<file path="config.mk">
export PLATFORM = sky130hd
export DESIGN_NAME = p_keysch_inv_flat
export DESIGN_NICKNAME = d
export VERILOG_FILES = /design/src/rtl/p_keysch_inv_if.sv /design/src/rtl/p_keysch_inv.sv /design/src/flat_wrapper.sv
export SDC_FILE = /design/constraint.sdc
export NUM_CORES = 1
export LEC_CHECK = 0
export ABC_AREA = 1
export CAP_MARGIN = 25
export CORE_MARGIN = 3
export CORE_UTILIZATION = 45
export CTS_CLUSTER_SIZE = 28
export DETAILED_ROUTE_END_ITERATION = 6
export PLACE_DENSITY = 0.72
export SLEW_MARGIN = 25
export SYNTH_ARGS = -nofsm -noshare
export SYNTH_HDL_FRONTEND = slang
export SYNTH_SLANG_ARGS = --single-unit
</file>
<file path="constraint.sdc">
create_clock -name clk -period 2 [get_ports clk]
set_input_delay 0.4 -clock clk [delete_from_list [all_inputs] [get_ports clk]]
set_output_delay 0.4 -clock clk [all_outputs]
set_load 0.02 [all_outputs]
</file>
<file path="src/rtl/p_keysch_inv_if.sv">
// Bus between the decrypt key-schedule controller and p_keysch_inv.
// Master drives the serial key, the mode and the phase counter. Slave returns the round key and status.
interface p_keysch_inv_if;
    logic        data_in;
    logic [1:0]  data_rdy;
    logic [7:0]  counter;
    logic [63:0] key_out;
    logic        ff_done;
    logic        inv_done;

    modport master (
        output data_in, data_rdy, counter,
        input  key_out, ff_done, inv_done
    );

    modport slave (
        input  data_in, data_rdy, counter,
        output key_out, ff_done, inv_done
    );
endinterface

</file>
<file path="src/rtl/p_keysch_inv.sv">
// Inverse SIMON key schedule: serial key load, NROUNDS-cycle fast-forward, then one backward step per qualified request.
// Latency: key_out is KY straight from the register. ff_done rises NROUNDS clocks after the first FFWD clock.
// Backpressure: none. A serial-load cycle always wins and aborts any operation in progress.
module p_keysch_inv #(
    parameter int NROUNDS = 68
) (
    input  logic           clk,
    input  logic           rst_n,
    p_keysch_inv_if.slave  bus
);
    typedef enum logic [1:0] {IDLE = 2'd0, FFWD = 2'd1, READY = 2'd2} state_t;

    localparam logic [6:0] LAST = 7'(NROUNDS - 1);

    state_t      state, state_nxt;
    logic [63:0] kx, ky, kx_nxt, ky_nxt;
    logic [6:0]  cnt, cnt_nxt;
    logic        ff_done_q, ff_nxt;
    logic        inv_done_q, inv_nxt;
    logic        unused_counter_hi;

    // Only counter[0] qualifies inverse steps.
    assign unused_counter_hi = ^bus.counter[7:1];

    function automatic logic [63:0] mix(input logic [63:0] x);
        return {x[2:0], x[63:3]} ^ {x[3:0], x[63:4]};
    endfunction

    always_ff @(posedge clk or negedge rst_n) begin
        if (!rst_n) begin
            state      <= IDLE;
            kx         <= '0;
            ky         <= '0;
            cnt        <= '0;
            ff_done_q  <= 1'b0;
            inv_done_q <= 1'b0;
        end else begin
            state      <= state_nxt;
            kx         <= kx_nxt;
            ky         <= ky_nxt;
            cnt        <= cnt_nxt;
            ff_done_q  <= ff_nxt;
            inv_done_q <= inv_nxt;
        end
    end

    always_comb begin
        state_nxt = state;
        kx_nxt    = kx;
        ky_nxt    = ky;
        cnt_nxt   = cnt;
        ff_nxt    = ff_done_q;
        inv_nxt   = inv_done_q;
        if (bus.data_rdy == 2'd2) begin
            // The first bit shifted in settles in KY[0], the last one in KX[63].
            {kx_nxt, ky_nxt} = {bus.data_in, kx, ky[63:1]};
            state_nxt = IDLE;
            cnt_nxt   = '0;
            ff_nxt    = 1'b0;
            inv_nxt   = 1'b0;
        end else begin
            case (state)
                IDLE: begin
                    if (bus.data_rdy == 2'd1) begin
                        state_nxt = FFWD;
                        cnt_nxt   = '0;
                    end
                end
                FFWD: begin
                    kx_nxt = ky ^ mix(kx);
                    ky_nxt = kx;
                    if (cnt == LAST) begin
                        state_nxt = READY;
                        cnt_nxt   = '0;
                        ff_nxt    = 1'b1;
                    end else begin
                        cnt_nxt = cnt + 7'd1;
                    end
                end
                READY: begin
                    if (bus.data_rdy == 2'd3 && bus.counter[0] && !inv_done_q) begin
                        kx_nxt  = ky;
                        ky_nxt  = kx ^ mix(ky);
                        cnt_nxt = cnt + 7'd1;
                        if (cnt == LAST) inv_nxt = 1'b1;
                    end
                end
                default: state_nxt = IDLE;
            endcase
        end
    end

    assign bus.key_out  = ky;
    assign bus.ff_done  = ff_done_q;
    assign bus.inv_done = inv_done_q;
endmodule

</file>
<file path="src/flat_wrapper.sv">
// flat-port wrapper written by rule: the top's interface ports become plain ports
module p_keysch_inv_flat 
#(
    parameter int NROUNDS = 68
)
  (clk, rst_n, bus_data_in, bus_data_rdy, bus_counter, bus_key_out, bus_ff_done, bus_inv_done);
  p_keysch_inv_if bus_i ();
  input  logic clk;
  input  logic rst_n;
  input wire logic [$bits(bus_i.data_in)-1:0] bus_data_in;
  input wire logic [$bits(bus_i.data_rdy)-1:0] bus_data_rdy;
  input wire logic [$bits(bus_i.counter)-1:0] bus_counter;
  output wire logic [$bits(bus_i.key_out)-1:0] bus_key_out;
  output wire logic [$bits(bus_i.ff_done)-1:0] bus_ff_done;
  output wire logic [$bits(bus_i.inv_done)-1:0] bus_inv_done;
  assign bus_i.data_in = bus_data_in;
  assign bus_i.data_rdy = bus_data_rdy;
  assign bus_i.counter = bus_counter;
  assign bus_key_out = bus_i.key_out;
  assign bus_ff_done = bus_i.ff_done;
  assign bus_inv_done = bus_i.inv_done;
  p_keysch_inv #(.NROUNDS(NROUNDS)) u_core (.clk(clk), .rst_n(rst_n), .bus(bus_i));
endmodule
</file>
# Word level (Yosys, flattened, before mapping)
# Index checks and enable logic that the tools add are counted.
# totals
regBits,139
output_inout_bits,66
# op_classes
addsub,1
eq_ne,10
mux,21
bitwise,4
reduce_logical,15
# op_table
cell,count
64-bit two-way mux,4
64-bit case mux with 2 select lines,2
64-bit bitwise XOR,4
7-bit two-way mux,4
7-bit case mux with 3 select lines,1
3-bit by 1-bit inequality test with 1-bit output (second input constant),3
3-bit AND reduction,3
2-bit nonzero test,4
7-bit by 1-bit adder with 7-bit output (second input constant),1
7-bit equality test (second input constant),1
2-bit equality test (second input constant),3
1-bit two-way mux,6
2-bit two-way mux,3
2-bit case mux with 3 select lines,1
2-bit by 1-bit equality test with 1-bit output (second input constant),2
2-bit AND reduction,2
4-bit nonzero test,1
3-bit nonzero test,1
1-bit logical AND,2
2-bit logical NOT,1
2-bit by 1-bit inequality test with 1-bit output (second input constant),1
1-bit logical NOT,1

# Logic depth before layout (Yosys ltp)
# depth
word_depth,6
mapped_depth,12

# Worst setup path before layout
# No wires, ideal clock.
# synth_timing
path_type,reg-to-reg
start,register u_core.state[0]
end,register u_core.kx[10]
arrival_ns,1.557
t_required_ns,1.877
setup_slack_ns,0.320
stages_incl_launch_ff,10
period_less_slack_ns,1.680
path_cell_list,dfrtp_1 -> inv_1 -> ha_1 -> buf_2 -> inv_2 -> buf_2 -> clkbuf_1 -> a31oi_1 -> o21ai_0 -> nand2_1
# synth_between
elab_chain_len,3
elab_cells_between_ends,7
classes_between,eq/ne (3); mux (2); reduce/logical (2)
# synth_lines
item,line,rtl
from (decl),p_keysch_inv.sv:15,"state_t state, state_nxt;"
from (signal assigned),p_keysch_inv.sv:38,state <= state_nxt;
2-bit equality test / 2-bit by 1-bit equality test with 1-bit output (equally long branches),p_keysch_inv.sv:62,case (state)
64-bit case mux with 2 select lines (tied with other cells),p_keysch_inv.sv:62,
64-bit two-way mux / 2-bit AND reduction (equally long branches),-,
to (signal assigned),p_keysch_inv.sv:39,kx <= kx_nxt;
to (decl),p_keysch_inv.sv:16,"logic [63:0] kx, ky, kx_nxt, ky_nxt;"
# Several ways; a longest one is shown, not always the timed one.
# A chain may end at the register's enable or synchronous reset.

# Worst setup path after layout
# layout_timing
start,"register u_core.ky[61], in the netlist u_core.bus.key_out[61]"
end,output bus_key_out[61]
# layout_rtl
item,line,rtl
from (decl),p_keysch_inv.sv:16,
from (signal assigned),p_keysch_inv.sv:40,ky <= ky_nxt;
to (decl),flat_wrapper.sv:13,output wire logic [$bits(bus_i.key_out)-1:0] bus_key_out;
# No word-level cell between the ends.

==> results.txt <==
----------------------------------------------------
[STA]
  Setup TNS ... 0 ns
  Setup repair after global routing missed its margin ... false
  Normalized max-slew margin ... 70.7%
  Achievable frequency ... 514 MHz
  Final cycle utilization of the critical path ... between 90% and 100%
  Slew of the pin with the lowest slew margin ... ~0.44 ns
  Min Tclk post-route ... between 1.5 and 2 ns
  Setup ws final ... around 0.056 ns
  Setup violation total in the final timing report ... 0
  Final Hold Fails ... 0
  Number of slew-limit violations in the final report ... 0
  Clock Skew ... 0.00563 ns
  Smallest hold slack ... between 0.4 and 0.5 ns

[Worst setup path]
  Crit path launch type ... flip-flop
  Number of cells on the worst reg-to-reg path ... 11
  Kind of cell adding the most delay to the critical path ... buffers and inverters
  Cell breakdown of the critical path ... clkdlybuf4s50_1
  Capture point of the critical path ... bus_key_out[61]
  Slowest cell on the critical path ... sky130_fd_sc_hd__clkdlybuf4s50_1
  Reg-to-reg endpoint ... u_core.kx[34]$_DFFE_PN0P_
  Crit Path Max Fanout ... 6
  Start of the worst register-to-register path ... u_core.state[0]$_DFFE_PN0P_
  Required time reported for the critical path endpoint ... ~1.6 ns
  Buf+Inv Stages, Crit Path ... 1
  CP Depth ... 1
  Crit path kind ... flip-flop to primary output
  Slowest stage delay, CP ... approximately 0.65 ns
  Minimum setup slack among reg-to-reg paths ... roughly 0.16 ns
  Critical Path End Type ... primary output
  Origin of the worst setup path ... u_core.bus.key_out[61]$_DFFE_PN0P_
  Arrival time at the worst endpoint ... 1.54 ns

[Logic synthesis]
  Predominant post-synthesis flop cell ... sky130_fd_sc_hd__dfrtp_1
  Portion of netlist area occupied by mux cells ... 0%
  Syn_area_per_cell ... 6.38 um^2
  Simple-Gate Fraction of Synth Area ... between 30% and 40%
  Total of warnings raised by yosys ... 0
  Proportion of synthesized chip area in sequential cells ... around 34%
  Yosys cell types ... 24
  Proportion of synthesized flip-flops having asynchronous set or reset ... 100%
  Main combinational cell family by area after synthesis ... simple AND/OR/NAND/NOR gates
  Number of nets in the synthesized netlist ... 1604
  Post-synth EDFFs ... 0
  Adder-cell share of the synthesized area ... less than 1%
  Synthesized-area fraction occupied by xor and xnor cells ... around 6%
  Cell area after synthesis ... about 0.010 mm^2
  Post-synthesis sequential element count ... 139
  Synthesized-area fraction occupied by ao, oa, aoi and oai cells ... 13.8%
  Gate count of the mapped netlist ... 1587

[CTS]
  Number of clock sinks ... 139
  Root buffer selected by CTS ... sky130_fd_sc_hd__clkbuf_16
  Later-pin clock latency in the skew report ... 0.42 ns
  Number of buffers created by CTS ... 17
  # H-tree levels ... 4
  TritonCTS clock tree ... yes
  Post-CTS setup-driven buffer insertion count ... 0
  Post-CTS clock slew at the launch and capture registers of the worst setup and hold paths ... 0.06 ns
  Maximum count of clock buffers along a single path ... 2

[Cells and area]
  Antenna cell count ... 0
  Leading cell types in the layout, fill and taps excluded ... 607 x sky130_fd_sc_hd__nand2_1, 143 x sky130_fd_sc_hd__nor2_1, 139 x sky130_fd_sc_hd__dfrtp_1
  Share of post-route cells with drive strength above 1 ... ~8.6%
  Layout-stage area growth over the synthesis result ... 19.0%
  Net count of the finished layout ... 1664
  Fin util ... a little over half
  Commonest non-fill, non-tap cell in the layout ... sky130_fd_sc_hd__nand2_1

[Place]
  Routability Congestion ... between 0.8 and 0.9
  Place WS ... -0.109 ns
  Placed wire-length estimate ... 18300 um
  Number of port buffers ... 71

[Routing]
  Average wire length per cell after detail routing ... approximately 14 um
  Via count ... roughly 10000
  Count of routing violations after the opening detailed-route iteration ... 708
  Final Routed Wirelength ... about 27000 um
  Number of remaining DRC errors ... 0
  First-pass iteration count of the detailed router ... 5
  ANT nets after route ... 0
  Post-DR vias/cell ... between 5 and 6

[Floorplanning]
  Starting density of the core ... around 46%
  Placement row count ... between 50 and 60
  Vert. Die Dim ... between 150 and 200 um
  Core area ... about 0.022 mm^2
  I/O pins ... 79
  Die Wd ... 156 um
  Die outline area ... roughly 0.024 mm^2

[Pwr]
  Peak supply drop ... between 0.8 and 0.9 mV
  Pwr per Cell Area ... between 1500 and 2000 mW/mm^2
  Final Power ... 23.7 mW
  Static leakage power ... around 6 nW

[Run status]
  Status ... finished clean

[GRT]
  Global route overflow ... 0
  Tot GR Track Use ... 22.5%
  Via count of the first global-routing pass ... slightly below 10000
  Initial antenna violation count ... 0
  First-pass GRT wire length ... between 40000 and 50000 um
  Met3 track demand over resource ... 3.25%
  Met1 layer usage reported by global route ... ~30%
  Most crowded layer after global routing ... met2
  Met2 Use GR ... 38.4%
  Pin count of the biggest net entering global routing ... a little over 70

[Run]
  Max capacitance violation total ... 0

[Worst hold path]
  Worst hold path type ... input pin to asynchronous set/reset pin

----------------------------------------------------
==> cells in the mapped netlist, types with 29 or more instances <==
master                     instances  area, um^2
sky130_fd_sc_hd__nor2_1          143         537
sky130_fd_sc_hd__or2_2            60         375
sky130_fd_sc_hd__inv_1            81         304
sky130_fd_sc_hd__dfrtp_1         139        3480
sky130_fd_sc_hd__a21oi_1          68         340
sky130_fd_sc_hd__nand2_1         607        2280
sky130_fd_sc_hd__buf_2            36         180
sky130_fd_sc_hd__xor2_1           69         604
sky130_fd_sc_hd__o21ai_0          89         445
sky130_fd_sc_hd__clkbuf_1         29         109
sky130_fd_sc_hd__nand3_1         132         661
sky130_fd_sc_hd__a31oi_1          60         375
sky130_fd_sc_hd__o21ai_1          44         220
==> metrics by stage <==
step,instance area [um^2],instances
2_1_floorplan,10100,1587
4_1_cts,12000,1940
3_3_place_gp,11500,1907
6_report,12000,1940
3_5_place_dp,11500,1907
5_1_grt,12000,1940
==> routing by layer <==
layer	share of wire, %	vias to the layer above
li1	-	5231
met1	45	4885
met2	49	284
met3	4.2	31
met4	1.3	0
met5	0	-
==> report_power, final <==
group	internal, mW	leakage, nW	total (mW)	switching [mW]
clock network	1.80	0.274	3.02	1.22
logic	5.99	4.15	13.9	7.92
registers	4.22	1.73	6.72	2.50
total	12.0	6.15	23.7	11.6
==> layout make-up <==
cell class	count	area [um^2]
clock buffer	24	482
clock inverter	8	67.6
fill	2098	9910
inverter	85	320
multi-input combinational	1286	5980
sequential	139	3480
tap	280	350
timing repair buffer	118	1370
==> logic make-up (layout without fill, tap and decap cells) <==
group	Yosys count	count (layout)
DFF	139	139
and+or+nand+nor	950	950
buffers and inverters	162	235
AOI/OAI and AO/OA	263	263
adders and majority gates	4	4
xor gates and xnor gates	69	69
==> worst min-delay path by stage <==
stage | to | slack [ns]
floorplan | u_core.bus.ff_done$_DFFE_PN0P_ | 0.10
global placement | u_core.state[1]$_DFFE_PN0P_ | 0.35
detailed placement | u_core.state[0]$_DFFE_PN0P_ | 0.35
CTS | u_core.cnt[0]$_DFFE_PN0P_ | 0.47
global route | u_core.state[0]$_DFFE_PN0P_ | 0.49
finish | u_core.state[0]$_DFFE_PN0P_ | 0.45
==> registers in the layout, indices dropped and copies added (netlist names) <==
register / count
u_core.bus.ff_done: 1
u_core.bus.inv_done: 1
u_core.cnt: 7
u_core.kx: 64
u_core.state: 2
u_core.bus.key_out: 64
==> repair_timing <==
| action | 4_1_cts | 5_1_grt |
|---|---|---|
| resized for setup | 1 | 11 |
| gates cloned | 0 | 0 |
| hold endpoints to repair | 42 | 0 |
| endpoints found under the setup margin | 1 | 11 |
| hold buffers | 1 | 0 |
No activity file was read; power rests on OpenSTA's default activity.
